===== src/rtl/fifo_drain.sv =====
// Read-side engine for the upstream fifo: pops words, absorbs the one-cycle read
// latency in a 2-entry skid buffer and streams them out as valid/ready with frame markers.
module fifo_drain #(
  parameter int DATA_WIDTH = 8,
  parameter int FRAME_LEN  = 12
) (
  input  logic                  clk,
  input  logic                  rst,
  input  logic                  i_en,
  input  logic [DATA_WIDTH-1:0] i_fifo_data,
  input  logic                  i_fifo_valid,
  input  logic                  i_fifo_empty,
  output logic                  o_fifo_pop,
  output logic [DATA_WIDTH-1:0] o_data,
  output logic                  o_valid,
  input  logic                  i_ready,
  output logic                  o_last,
  output logic                  o_busy,
  output logic                  o_err
);

  localparam int                BEAT_W    = (FRAME_LEN > 1) ? $clog2(FRAME_LEN) : 1;
  localparam logic [BEAT_W-1:0] LAST_BEAT = BEAT_W'(FRAME_LEN - 1);

  logic              head_reg;
  logic [1:0]        buf_cnt_reg, buf_cnt_next;
  logic              inflight_reg;
  logic [BEAT_W-1:0] beat_reg, beat_next;
  logic              err_reg;
  logic [1:0]        occ;
  logic              fire;
  logic              wr_en;
  logic              tail;
  logic [DATA_WIDTH-1:0] entry_data [2];

  assign occ     = buf_cnt_reg + {1'b0, inflight_reg};
  assign o_valid = (buf_cnt_reg != 2'd0);
  assign fire    = o_valid && i_ready;

  // A pop may only be issued when the word it returns is guaranteed a slot.
  assign o_fifo_pop = !rst && i_en && !i_fifo_empty &&
                      ((occ < 2'd2) || ((occ == 2'd2) && fire));

  // A word arriving on a full buffer can only be spurious; it is dropped.
  assign wr_en = i_fifo_valid && (buf_cnt_reg < 2'd2);
  assign tail  = head_reg ^ buf_cnt_reg[0];

  assign o_data = entry_data[head_reg];
  assign o_last = o_valid && (beat_reg == LAST_BEAT);
  assign o_busy = (occ != 2'd0);
  assign o_err  = err_reg;

  generate
    for (genvar gi = 0; gi < 2; gi++) begin : g_entry
      logic [DATA_WIDTH-1:0] entry_reg;

      always_ff @(posedge clk or posedge rst) begin
        if (rst) begin
          entry_reg <= '0;
        end else if (wr_en && (tail == 1'(gi))) begin
          entry_reg <= i_fifo_data;
        end
      end

      assign entry_data[gi] = entry_reg;
    end
  endgenerate

  always_comb begin
    buf_cnt_next = buf_cnt_reg;
    if (wr_en && !fire) begin
      buf_cnt_next = buf_cnt_reg + 2'd1;
    end else if (!wr_en && fire) begin
      buf_cnt_next = buf_cnt_reg - 2'd1;
    end
  end

  always_comb begin
    beat_next = beat_reg;
    if (fire) begin
      beat_next = (beat_reg == LAST_BEAT) ? '0 : beat_reg + 1'b1;
    end
  end

  always_ff @(posedge clk or posedge rst) begin
    if (rst) begin
      head_reg     <= 1'b0;
      buf_cnt_reg  <= 2'd0;
      inflight_reg <= 1'b0;
      beat_reg     <= '0;
      err_reg      <= 1'b0;
    end else begin
      head_reg     <= head_reg ^ fire;
      buf_cnt_reg  <= buf_cnt_next;
      inflight_reg <= o_fifo_pop;
      beat_reg     <= beat_next;
      if (i_fifo_valid && !inflight_reg) begin
        err_reg <= 1'b1;
      end
    end
  end

endmodule

===== config.mk =====
export PLATFORM = sky130hd
export DESIGN_NAME = fifo_drain
export DESIGN_NICKNAME = d
export VERILOG_FILES = /design/src/rtl/fifo_drain.sv
export SDC_FILE = /design/constraint.sdc
export NUM_CORES = 1
export LEC_CHECK = 0
export ABC_AREA = 0
export BUFFER_PORTS_ARGS = -buffer_cell sky130_fd_sc_hd__buf_2
export CAP_MARGIN = 20
export CORE_MARGIN = 3
export CORE_UTILIZATION = 37
export CTS_CLUSTER_SIZE = 24
export DETAILED_ROUTE_END_ITERATION = 7
export GPL_TIMING_DRIVEN = 0
export PLACE_DENSITY = 0.56
export SLEW_MARGIN = 20
export SYNTH_ARGS = -nofsm -noshare
export SYNTH_HDL_FRONTEND = slang
export SYNTH_SLANG_ARGS = --single-unit
export TNS_END_PERCENT = 30

===== constraint.sdc =====
create_clock -name clk -period 1.8 [get_ports clk]
set_input_delay 0.36 -clock clk [delete_from_list [all_inputs] [get_ports clk]]
set_output_delay 0.36 -clock clk [all_outputs]
set_load 0.01 [all_outputs]

==> flow_summary.toml, run 1 <==
[sta]
slew_headroom_pct = 37.4
setup_slack_ps = -127
fmax_mhz = 519
tightest_slew_ps = 938
skew_ps = 5.62
fin_crit_sh_pct = 107
finalSetupTns_ps = -176
finalCriticalPeriod_ps = 1930
final_max_slew_viol_count = 0
rsz0062_at_grt = "yes"
setup_viol = 3
hold_viol_final = 0

[global_routing]
grt.overflow.total = 0
antenna_found_initial = 0
grt_use_total_pct = 12.1
grt_pass1_vias = 871
grt_max_degree = 26
grt_pass1_wl_microns = 3820

[yosys]
ys_types = 24
yosysWarnings = 0
synth_seq_cells = 25
netlist_instances = 91
synth_area_leaders = "dfrtp_1, mux2_2, ha_1"
ys.flop_type = "dfrtp_1"
synth.avg_cell_area_sq_um = 13.1
synth_area_leader_cell = "dfrtp_1"
yosysSeqAreaShare_pct = 52.5
syn_area_sq_um = 1190
synth_nets = 108
async_flop_share_pct = 100
synth_top_area_share_pct = 52.5
synth-edff-count = 0

[cells_and_area]
largest_reg_flops = 16
mostFrequentLayoutCell = "buf_2"
fin_cells = 168
layout_common_cells = "buf_2, mux2_2, dfrtp_1, nand2_1, buf_4"
fin_nets = 144
fin_util_pct = 51.4
drive_gt1_share_pct = 57.1
area_growth_pct = 25.1
diodes = 0

[pwr]
internal-power_mw = 1.69
seq_power_share_pct = 37.4
p_clk_share_pct = 9.3
p_sw_mw = 0.925
p_leak_nw = 0.678
swShare_pct = 35.3
ir_drop_mv = 0.761
p_comb_share_pct = 53.4
finalPower_mw = 2.62
power_density_nw_per_um2 = 1760

[worst_setup_path]
ff2ff_path_depth = 4
startpoint = "buf_cnt_reg[0]"
endpoint_kind = "output port"
cp-start-kind = "register"
rrSetupSlack_ps = 20
critPathMaxFanout = 2
critical_path_class = "reg2out"
required_ps = 1440
critPathArrivalTime_ps = 1570
r2r-start = "buf_cnt_reg[0]"
rr_endpoint = "g_entry[0].entry_reg[7]"

[placement]
dp.final_hpwl_microns = 1560
place_ws_ps = -52.1
place_congestion = 0.624
port_buffers = 26
dp.cells = 159

[floorplan]
die_h_microns = 62.7
die_area_sq_um = 3940
design.portCount = 27
initial_core_util_pct = 41.1
rows = 19
core_area_sq_um = 2900
die_w_microns = 62.7

[cts]
htree_levels = 1
root_buffer = "clkbuf_4"
cts_buffers = 3
clk_latency_ps = 310
clkTransAtPathRegs_ps = 130
hold_buffers = 0
clock-sinks = 25
cts_buffer_depth = 2
tritoncts = "yes"

[drt]
wl_microns = 2150
via_count = 788
ant_nets = 0
drt_first_pass_iters = 4
wire_per_inst_microns = 12.8
drtIter0Drc = 15
viasPerCell = 4.69
drc = 0

[status]
status = "finished with violations"
violations = "setup timing"

[hold_path]
hold_class = "in2async"

[run]
max_cap_violations = 0
-- cell type report --
cell class	count	area (sq um)
Tap cell	42	52.6
Clock buffer	4	26.3
Buffer	2	15.0
Sequential cell	25	627
Fill cell	291	1410
Multi-Input combinational cell	60	583
Timing Repair Buffer	31	171
Inverter	4	15.0
-- cell usage after synthesis, types with 2 or more instances --
cell / n
xnor2_1: 3
nor2b_1: 2
xor2_1: 2
o21ai_0: 2
dfrtp_1: 25
ha_1: 3
nand2_1: 8
mux2_2: 25
nor2_1: 3
nand3_1: 2
inv_1: 3
-- metal layers --
metal  vias to the layer above  track usage [%]  wire length [microns]
met5                         -                0                      0
met4                         0             2.48                     13
met3                         2             3.78                     80
met2                        14             21.3                   1150
met1                       388             14.5                    909
li1                        384                -                      -
-- cell families (layout without fill, tap and decap cells) --
group,count (synthesis),count (layout),share of synthesized area (%)
simple gates,21,21,10.2
buf+inv,6,41,2.31
flops,25,25,52.5
mux,25,25,23.6
compound gates,5,5,3.15
fa+ha+maj,3,3,3.15
xor+xnor,6,6,5.04
-- power groups by stage --
| stage | Combinational [mW] | Sequential (mW) | Clock [mW] |
|---|---|---|---|
| finish | 1.40 | 0.979 | 0.243 |
| global route | 1.56 | 1.02 | 0.280 |
| floorplan | 0.952 | 0.964 | 0 |
| global placement | 1.22 | 0.991 | 0 |
| CTS | 1.39 | 0.978 | 0.264 |
| detailed placement | 1.25 | 1.01 | 0 |
-- timing repair --
item | CTS | global route
endpoints found under the setup margin | 2 | 11
pin swaps | 3 | 2
hold endpoints to repair | 0 | 0
setup buffers | 4 | 1
resized for setup | 7 | 3
-- worst max-delay path, stage by stage, from the launching register on --
cell     delay, ps
dfrtp_2        450
ha_4           180
xnor2_4        140
a21oi_2         50
nor4b_2        250
buf_2          190
-- metrics by stage --
stage | area, sq um | hold slack (ps)
finish | 1490 | 257
global route | 1490 | 260
CTS | 1470 | 188
detailed placement | 1370 | 449
global placement | 1370 | 436
floorplan | 1190 | 387
-- worst max path at each step --
stage / endpoint / slack [ps] / cells past startpoint
4_1_cts: o_fifo_pop / -190 / 5
2_1_floorplan: o_fifo_pop / 30 / 4
5_1_grt: o_fifo_pop / -210 / 5
6_report: o_fifo_pop / -130 / 5
3_5_place_dp: o_fifo_pop / -50 / 5
3_3_place_gp: o_fifo_pop / -30 / 5
(Power assumes the default switching activity.)
==> inputs of run 2 (changes only) <==
--- a/config.mk
+++ b/config.mk
@@ -12,7 +12,6 @@
 export CORE_UTILIZATION = 37
 export CTS_CLUSTER_SIZE = 24
 export DETAILED_ROUTE_END_ITERATION = 7
-export GPL_TIMING_DRIVEN = 0
 export PLACE_DENSITY = 0.56
 export SLEW_MARGIN = 20
 export SYNTH_ARGS = -nofsm -noshare
==> run 2 against run 1 <==
The flow still finishes with violations (setup timing). Sequential power about the same. Via count is 2.0% higher. Critical path depth unchanged. Die area unchanged. Design area up 2.9%.
==> flow_summary.toml, run 2 (synthesis results as in run 1) <==
[sta]
final_max_slew_viol_count = 0
setup_viol = 3
fin_crit_sh_pct = 110
fmax_mhz = 505
slew_headroom_pct = 78.8
setup_slack_ps = -182
finalCriticalPeriod_ps = 1980
rsz0062_at_grt = "yes"
finalSetupTns_ps = -324
tightest_slew_ps = 318
hold_viol_final = 0
skew_ps = 2.36

[placement]
port_buffers = 26
dp.final_hpwl_microns = 1610
place_ws_ps = 54.4
place_congestion = 0.668

[cts]
clock-sinks = 25
htree_levels = 1
hold_buffers = 0
cts_buffer_depth = 2
cts_buffers = 3
tritoncts = "yes"
clk_latency_ps = 320
clkTransAtPathRegs_ps = 140
root_buffer = "clkbuf_4"

[floorplan]
die_h_microns = 62.7
die_area_sq_um = 3940
initial_core_util_pct = 41.1
rows = 19
die_w_microns = 62.7
design.portCount = 27
core_area_sq_um = 2900

[cells_and_area]
largest_reg_flops = 16
fin_nets = 150
area_growth_pct = 28.7
drive_gt1_share_pct = 62.1
multi_input_area_sq_um = 566
fillers = 279
area.sequential_sq_um = 628
layout_common_cells = "mux2_2, buf_2, dfrtp_1, buf_4, nand2_1"
diodes = 0

[drt]
via_count = 804
drtIter0Drc = 21
wl_microns = 2240
viasPerCell = 4.62
drc = 0
drt_first_pass_iters = 4
ant_nets = 0
wire_per_inst_microns = 12.9

[global_routing]
grt.overflow.total = 0
grt_pass1_vias = 922
grt_pass1_wl_microns = 4000
antenna_found_initial = 0
grt_max_degree = 26
grt_use_total_pct = 13.2

[worst_setup_path]
cp-start-kind = "register"
critPathArrivalTime_ps = 1620
critPathMaxFanout = 2
ff2ff_path_depth = 9
endpoint_kind = "output port"
required_ps = 1440
critical_path_class = "reg2out"

[pwr]
p_leak_nw = 0.709
power_density_nw_per_um2 = 1760
ir_drop_mv = 0.740

[status]
status = "finished with violations"
violations = "setup timing"

[hold_path]
hold_class = "in2async"

[run]
max_cap_violations = 0
run 2: report_power, final:
group	total (mW)	internal [mW]	switching (mW)
Clock	0.259	0.0851	0.174
Combinational	1.43	0.818	0.610
Sequential	1.01	0.837	0.173
Total	2.70	1.74	0.956
run 2: area by class of cell:
cell class                 count  area share, %
sequential                    25           41.0
multi-input combinational     60           36.9
timing repair buffer          39           15.8
tap                           42           3.43
clock buffer                   3           1.47
inverter                       4          0.980
clock inverter                 1          0.490
run 2: worst max-delay path, stage by stage, from the launching register on:
cell and delay (ps):
dfrtp_1 410, ha_2 280, inv_2 80, a21oi_2 60, nor4b_2 270, buf_2 190
run 2: path summary, 6_finish.rpt:
| check | from | endpoint | slack, ps |
|---|---|---|---|
| min in group clk | i_fifo_data[3] | g_entry[0].entry_reg[3] | 260 |
| hold / removal | rst | g_entry[1].entry_reg[5] | 80 |
| hold reg to reg | o_err | o_err | 480 |
| setup reg to reg | buf_cnt_reg[0] | inflight_reg | 50 |
| setup / recovery | inflight_reg | o_fifo_pop | -180 |
| max in group asynchronous | rst | buf_cnt_reg[1] | 1470 |
run 2: per-layer routing:
metal	GRT usage (%)	part of all wire [%]
met1	13.7	41
met2	23.8	53
met3	3.06	3.1
met4	8.26	2.7
met5	0	0
run 2: per-stage QoR:
stage	total power [mW]	hold slack (ps)	utilization (%)	cell area, sq um	std cells
after floorplan	1.92	387	-	1190	91
after global placement	2.24	437	48.0	1390	161
after detailed placement	2.28	442	48.0	1390	161
after CTS	2.71	69.1	52.5	1520	174
after global routing	2.92	96.3	52.8	1530	174
final	2.70	76.3	52.8	1530	174
run 2: repair_timing:
action / CTS / global route
gates resized for setup: 8 / 4
buffers inserted: 9 / 0
setup endpoints to repair: 8 / 4
pin swaps: 4 / 2
